## src/rtl/mux2_hpc1_sched.sv

```systemverilog
// Round-robin scheduler time-sharing one masked mux2 gadget among n_req requesters.
// Gates issue on PRNG availability and tags each gadget result with its requester id.
module mux2_hpc1_sched #(
    parameter int security_order = 2,
    parameter int n_req          = 4,
    parameter int id_w           = 2,
    parameter int gadget_lat     = 2,
    localparam int d             = security_order + 1,
    localparam int cnt_w         = $clog2(gadget_lat + 1) + 1
) (
    input  logic                 clk,
    input  logic                 rst,
    input  logic [n_req-1:0]     req,
    output logic [n_req-1:0]     gnt,
    input  logic [n_req*d-1:0]   req_a,
    input  logic [n_req*d-1:0]   req_b,
    input  logic [n_req*d-1:0]   req_s,
    input  logic                 rnd_valid,
    output logic                 rnd_ack,
    output logic [d-1:0]         g_ina,
    output logic [d-1:0]         g_inb,
    output logic [d-1:0]         g_ins,
    input  logic [d-1:0]         g_out,
    output logic                 out_valid,
    output logic [id_w-1:0]      out_id,
    output logic [d-1:0]         out_data,
    output logic [cnt_w-1:0]     inflight
);

    logic [id_w-1:0]       ptr_q, ptr_d;
    logic [id_w-1:0]       winner;
    logic                  found;
    logic                  issue;
    int                    scan_idx;
    logic [gadget_lat-1:0] vld_q;
    logic [id_w-1:0]       id_q [gadget_lat];
    logic [cnt_w-1:0]      inflight_cnt;

    // Scan from the priority pointer, wrapping at n_req (not at 2**id_w).
    always_comb begin
        found    = 1'b0;
        winner   = ptr_q;
        scan_idx = 0;
        for (int k = 0; k < n_req; k++) begin
            scan_idx = int'(ptr_q) + k;
            if (scan_idx >= n_req) begin
                scan_idx = scan_idx - n_req;
            end
            if (!found && req[scan_idx]) begin
                found  = 1'b1;
                winner = scan_idx[id_w-1:0];
            end
        end
    end

    assign issue   = rnd_valid & (|req) & ~rst;
    assign rnd_ack = issue;

    for (genvar gi = 0; gi < n_req; gi++) begin : g_gnt
        assign gnt[gi] = issue && (winner == id_w'(gi));
    end

    // Share k of the granted slice only ever feeds share k of the gadget.
    for (genvar gi = 0; gi < d; gi++) begin : g_share
        logic [n_req-1:0] a_col, b_col, s_col;
        for (genvar gj = 0; gj < n_req; gj++) begin : g_col
            assign a_col[gj] = req_a[gj*d + gi];
            assign b_col[gj] = req_b[gj*d + gi];
            assign s_col[gj] = req_s[gj*d + gi];
        end
        assign g_ina[gi] = |(gnt & a_col);
        assign g_inb[gi] = |(gnt & b_col);
        assign g_ins[gi] = |(gnt & s_col);
    end

    always_comb begin
        ptr_d = ptr_q;
        if (issue) begin
            ptr_d = (winner == id_w'(n_req - 1)) ? '0 : winner + 1'b1;
        end
    end

    always_ff @(posedge clk or posedge rst) begin
        if (rst) begin
            ptr_q <= '0;
            vld_q <= '0;
            for (int i = 0; i < gadget_lat; i++) begin
                id_q[i] <= '0;
            end
        end else begin
            ptr_q    <= ptr_d;
            vld_q[0] <= issue;
            id_q[0]  <= winner;
            for (int i = 1; i < gadget_lat; i++) begin
                vld_q[i] <= vld_q[i-1];
                id_q[i]  <= id_q[i-1];
            end
        end
    end

    always_comb begin
        inflight_cnt = '0;
        for (int i = 0; i < gadget_lat; i++) begin
            inflight_cnt = inflight_cnt + cnt_w'(vld_q[i]);
        end
    end

    assign inflight  = inflight_cnt;
    assign out_valid = vld_q[gadget_lat-1];
    assign out_id    = id_q[gadget_lat-1];
    assign out_data  = g_out;

endmodule
```

## config.mk

```make
export PLATFORM = sky130hd
export DESIGN_NAME = mux2_hpc1_sched
export DESIGN_NICKNAME = d
export VERILOG_FILES = /design/src/rtl/mux2_hpc1_sched.sv
export SDC_FILE = /design/constraint.sdc
export NUM_CORES = 1
export LEC_CHECK = 0
export BUFFER_PORTS_ARGS = -buffer_cell sky130_fd_sc_hd__buf_2
export CAP_MARGIN = 20
export CORE_MARGIN = 2
export CORE_UTILIZATION = 39
export CTS_BUF_LIST = sky130_fd_sc_hd__clkbuf_2
export DETAILED_ROUTE_END_ITERATION = 16
export PLACE_DENSITY = 0.88
export SLEW_MARGIN = 5
export SYNTH_ARGS = -nofsm -noshare
export SYNTH_HDL_FRONTEND = slang
export SYNTH_SLANG_ARGS = --single-unit
```

## constraint.sdc

```tcl
create_clock -name clk -period 3.7 [get_ports clk]
set_input_delay 0.74 -clock clk [delete_from_list [all_inputs] [get_ports clk]]
set_output_delay 0.74 -clock clk [all_outputs]
set_load 0.01 [all_outputs]
```

==> flow_summary.toml, run 1 <==
[grt]
grt_pass1_vias = 697
grt_max_degree = 12
track_usage_pct = 18.68
grt_pass1_wl_mm = 2.904
grt_overflow = 0
antenna_found_initial = 0

[cells_and_area]
area_growth_syn_to_layout_pct = 40.90
final_nets = 187
drive_gt1_share_pct = 50.00
nFillCells = 177
final_area_sq_um = 978.4
antenna_cells_inserted = 0
fin_util_pct = 57.29

[timing]
tns_ps = 0
finalSetupViolations = 0
min_period_over_period_pct = 86.22
fmax_mhz = 313.5
fin_crit_ps = 3190
maxSlewViolCount = 0
clock_skew_ps = 6.800
finalWorstSetupSlack_ps = 509.9
hold_violations = 0
rsz0062_at_grt = "false"

[placement]
hpwl_mm = 1.735
globalplace.congestion = 0.7554
placedInstanceArea_sq_um = 963.4
dp_slack_ps = 523.3
portBuffers = 61

[cts]
numCtsBuffers = 3
clkLatencyLatePin_ps = 220
post_cts_resized = 0
cts_buffer_depth = 2
clk_pin_slew_worst_paths_ps = 70
cts.hold.buffers_added = 0
postCtsSetupBuffers = 0
root_buffer = "clkbuf_2"
clkSinkCount = 8
cts_tree = "done"
h-tree-depth = 1

[synth]
yosysWarningCount = 0
synth.area.top_cells = "dfrtp_1, a22oi_1, ha_1"
synthesis.area_sq_um = 694.4
yosysMostFrequentCell = "a22oi_1"
yosys.area_share.simple_pct = 13.15
yosysTopAreaCell = "dfrtp_1"
synthArstFlopShare_pct = 100.0
synth_compound_area_share_pct = 34.95
synth-edff-count = 0
yosys-top-cells-count = "a22oi_1, a21oi_1, dfrtp_1, buf_4, nor2_1"
ys.flop_type = "dfrtp_1"
syn_inst = 81
synthAdderAreaFrac_pct = 9.009
synth_top_family_by_area = "compound AO/OA/AOI/OAI gates"
synthMuxAreaShare_pct = 2.162
ys_seq_elements = 8
synth_cell_types = 25
post_synth.cell_area_avg_sq_um = 8.573
synthXorXnorAreaFrac_pct = 0
synth_top_area_share_pct = 28.83
ys_seq_area_share_pct = 28.83
synth_nets = 132

[critical_path]
required_ps = 2960
crit_fanout = 10
worstSetupEndpointType = "output pin"
path_class = "in -> out"
slowest_stage = "ha_1"
cp_cell_sequence = "buf_2, nor2b_1, a221o_1, o22ai_1, ha_1, a22oi_1, a21oi_1, buf_2"
rr_startpoint = "ptr_q[1]"
arrival_ps = 2450
cp-start-kind = "primary input"
startpoint = "req[2]"
slowest_delay_ps = 440
crit_path_frequent_cell = "buf_2"

[job]
max_cap_viol_count = 0

[floorplan]
start_util_pct = 40.66
core_area_sq_mm = 0.001708
die_y_microns = 46.20
die_width_microns = 46.20
dieArea_sq_mm = 0.002134
num_rows = 15
ioPinCount = 69

[detailed_routing]
finalWirelength_mm = 2.116
drtIter0Drc = 42
wl_per_cell_microns = 13.31
dr.pass1.iters = 4
route.vias.total = 849
drc_errors = 0
ant_nets = 0
viasPerCell = 5.340

[pwr]
power_uw = 451.4
leakage_nw = 0.5465
power.density_mw_per_mm2 = 461.3
ir_drop_v = 0.0001993

[outcome]
status = "completed"

[worst_hold_path]
hp-start = "id_q[2]"
worstHoldPathType = "reg -> reg"
## power breakdown
group          switching, mW  leakage (nW)  internal (mW)
clock                 0.0251        0.0125         0.0221
combinational          0.149         0.439          0.122
sequential            0.0182        0.0954          0.114
total                  0.193         0.546          0.259
## metrics by stage
step | instances | hold slack (ps)
floorplan | 81 | 331.2
global placement | 156 | 333.6
detailed placement | 156 | 334.7
CTS | 159 | 336.5
global route | 159 | 363.9
finish | 159 | 339.4
## kinds of logic after synthesis
kind of cell,Yosys count
other,1
AOI/OAI and AO/OA,35
muxes,1
buffers and inverters,14
adders and majority gates,5
DFF,8
and+or+nand+nor,17
## final cells by class
class / instances / area [sq um] / share of cell area, %
Inverter: 3 / 11.26 / 1.151
Clock buffer: 3 / 15.01 / 1.535
Multi-Input combinational cell: 59 / 415.4 / 42.46
Sequential cell: 8 / 200.2 / 20.46
Timing Repair Buffer: 61 / 305.3 / 31.20
Tap cell: 25 / 31.28 / 3.197
## critical path: cells and delay by family
family                   cells  cell delay, ps
AND/OR/NAND/NOR              1             140
AO/OA/AOI/OAI                4             870
buffers and inverters        2             260
adder cells (fa/ha/maj)      1             440
## layout by cell type (no fill, tap or decap), drive strengths merged
cell    synthesis  layout
a21o            1       1
a21oi           9       9
a221o           1       1
a22oi          18      18
a32oi           1       1
and2            4       4
and2b           1       1
and3            1       1
buf            11      61
clkbuf          0       3
conb            1       1
dfrtp           8       8
ha              5       5
inv             3       3
mux2            1       1
nand2b          1       1
nand3           1       1
nor2            6       6
nor2b           3       3
o21ai           1       1
o21bai          1       1
o22a            1       1
o22ai           1       1
o31ai           1       1
## state kept, by name, indices dropped and copies added (netlist names)
register,flops
id_q,2
out_id,2
ptr_q,2
vld_q,2
## routing by layer
| metal | global-route usage (%) | share of wire, % | vias to the layer above |
|---|---|---|---|
| met3 | 6.667 | 4.0 | 2 |
| met5 | 0 | 0 | - |
| li1 | - | - | 400 |
| met2 | 28.89 | 53 | 22 |
| met4 | 4.571 | 0.095 | 0 |
| met1 | 24.70 | 43 | 425 |
## path summary, 6_finish.rpt
path	endpoint	cells past startpoint	slack, ps
max in group asynchronous	ptr_q[1]	2	3030
min in group asynchronous	ptr_q[0]	2	440
worst max register to register	ptr_q[1]	5	1950
worst max-delay path	g_ina[1]	8	510
worst min register to register	out_id[0]	0	340
worst min-delay path	out_id[0]	0	340
(Power assumes the default switching activity.)
==> inputs of run 2 (changes only) <==
ABC_AREA = 1   (was default)
CORE_UTILIZATION = 45   (was 39)
PLACE_DENSITY = 0.89   (was 0.88)
RECOVER_POWER = 25   (was default)
==> run 2 against run 1 <==
- clock skew shrank 0.87 ps
- sequential share of layout area shrank 4.5 points
- register-to-register slack lost 270 ps
- clock power grew 4.9%
- via count grew 30%
- critical path depth grew 7
- final area grew 29%
- worst hold slack gained 12 ps
- synthesized cell count grew 90%
- first-iteration DRC count shrank 31%
- fmax shrank 2.3%
- utilization grew 6.3 points
- critical path type is now reg -> out
- critical endpoint unchanged
- largest cell class unchanged
- largest power group unchanged
- highest routed layer unchanged
==> flow_summary.toml, run 2 <==
[grt]
grt_max_degree = 14
grt_pass1_vias = 878
grt_overflow = 0
grt_pass1_wl_mm = 3.608
grt_use_met3_pct = 2.679
track_usage_pct = 18.12
grt_util_met2_pct = 30.48
antenna_found_initial = 0
grt_busiest_layer = "met2"
met1_usage_pct = 23.03

[detailed_routing]
finalWirelength_mm = 2.241
drtIter0Drc = 29
ant_nets = 0
viasPerCell = 4.647
route.vias.total = 1106
drc_errors = 0
dr.pass1.iters = 4
wl_per_cell_microns = 9.416

[worst_hold_path]
whs_path_depth = 0
hp-start = "id_q[3]"
hold_end = "out_id[1]"
worstHoldPathType = "reg -> reg"

[synth]
synth_nets = 205
synth.area.top_cells = "nand2_1, dfrtp_1, nand2_2"
synth_top_area_share_pct = 29.69
ys_seq_elements = 8
post_synth.cell_area_avg_sq_um = 6.240
yosysTopAreaCell = "nand2_1"
ys_seq_area_share_pct = 20.83
synthArstFlopShare_pct = 100.0
synthesis.area_sq_um = 960.9
ys.flop_type = "dfrtp_1"
yosys-top-cells-count = "nand2_1, nand2_2, inv_1, nand4_1, dfrtp_1"
yosysMostFrequentCell = "nand2_1"
synth-edff-count = 0
syn_inst = 154
yosysWarningCount = 0
synth_cell_types = 19

[cts]
clkSinkCount = 8
clk_pin_slew_worst_paths_ps = 70
numCtsBuffers = 3
cts_buffer_depth = 2
h-tree-depth = 1
clkLatencyLatePin_ps = 240
cts.hold.buffers_added = 0
root_buffer = "clkbuf_2"
cts_tree = "done"

[pwr]
power_uw = 866.9
leakage_nw = 0.7612
power.density_mw_per_mm2 = 688.0
ir_drop_v = 0.0002729

[floorplan]
num_rows = 16
die_y_microns = 50.21
ioPinCount = 69
dieArea_sq_mm = 0.002521
start_util_pct = 48.48
core_area_sq_mm = 0.001982
die_width_microns = 50.21

[cells_and_area]
drive_gt1_share_pct = 44.08
area_growth_syn_to_layout_pct = 31.12
final_nets = 264
final_area_sq_mm = 0.001260
layout_commonest_cell = "nand2_1"
antenna_cells_inserted = 0
layout_common_cells = "nand2_1, buf_2, nand2_2"
nFillCells = 179

[placement]
placedInstanceArea_sq_mm = 0.001244
hpwl_mm = 1.875
dp_slack_ps = 530.0
portBuffers = 61
globalplace.congestion = 0.8099

[timing]
clock_skew_ps = 5.926
tns_ps = 0
maxSlewViolCount = 0
rsz0062_at_grt = "false"
fin_crit_ps = 3264
min_period_over_period_pct = 88.22
fmax_mhz = 306.4
finalSetupViolations = 0
finalWorstSetupSlack_ps = 435.8
hold_violations = 0

[critical_path]
required_ps = 2960
slowest_delay_ps = 510
slowest_stage = "dfrtp_2"
worstReg2RegEnd = "ptr_q[1]"
cp-start-kind = "register"
arrival_ps = 2520
startpoint = "ptr_q[0]"
rr_startpoint = "ptr_q[0]"
ff2ff_path_depth = 12
worstSetupEndpointType = "output pin"
rrSetupSlack_ps = 1680
path_class = "reg -> out"
crit_fanout = 13
cp_cell_sequence = "inv_2, nand2_2, nand2_2, nand2_1, nand2_2, nand3_2, nand3_1, nand2_1, a21oi_1, ha_1, inv_1, nor2_4, nand2_1, nand4_1, buf_2"

[outcome]
status = "completed"

[job]
max_cap_viol_count = 0
run 2: cell types whose count changed after synthesis, sizes merged, moves of 3 or more:
cell,delta
nand4,+10
nor2b,-3
buf,-4
a22oi,-18
inv,+14
a21oi,-8
and2,-4
nand2,+91
nand3,+6
run 2: how the worst max path moves through the flow:
| stage | to | slack (ps) | cells past startpoint |
|---|---|---|---|
| floorplan | g_ina[0] | 890 | 12 |
| global placement | g_ina[0] | 540 | 14 |
| detailed placement | g_ina[1] | 530 | 16 |
| CTS | g_ina[1] | 310 | 14 |
| global route | g_ina[0] | 140 | 17 |
| finish | g_ina[1] | 440 | 15 |
run 2: cells by family after synthesis:
family | count (synthesis) | share of synthesized area, %
and+or+nand+nor | 114 | 58.72
buffers and inverters | 24 | 12.50
DFF | 8 | 20.83
adders and majority gates | 5 | 6.510
AOI/OAI and AO/OA | 2 | 1.041
other | 1 | 0.3903
run 2: worst max-delay path, delay by kind of cell, from the launching register on:
kind	cells	cell delay, ps
flops	1	510
compound gates	1	210
buf+inv	3	370
simple gates	10	990
fa+ha+maj	1	190
run 2: stage by stage:
step / utilization, % / instances / hold WS, ps
after detailed placement: 62.75 / 235 / 339.7
after floorplan: - / 154 / 331.2
after CTS: 63.51 / 238 / 354.9
final: 63.57 / 238 / 351.2
after global routing: 63.57 / 238 / 358.0
after global placement: 62.75 / 235 / 332.7
run 2: cell type report:
type                            count  area, sq um  area share [%]
Inverter                           17        63.81           5.065
Timing Repair Buffer               61        305.3           24.23
Multi-Input combinational cell    122        640.6           50.84
Tap cell                           27        33.78           2.681
Sequential cell                     8        201.4           15.99
Clock buffer                        3        15.01           1.192
run 2: layer usage:
layer | vias to the layer above | share of wire [%]
met4 | 0 | 1.4
met3 | 5 | 6.1
met1 | 482 | 42
li1 | 586 | -
met2 | 33 | 51
met5 | - | 0
run 2: power breakdown:
part | leakage, nW | internal [mW] | switching (mW)
clock | 0.0125 | 0.0220 | 0.0274
combinational | 0.652 | 0.240 | 0.416
sequential | 0.0969 | 0.123 | 0.0375
run 2: what timing repair did:
item	in CTS	in global routing
buffers inserted	0	0
endpoints found under the setup margin	0	5
resized for setup	0	1
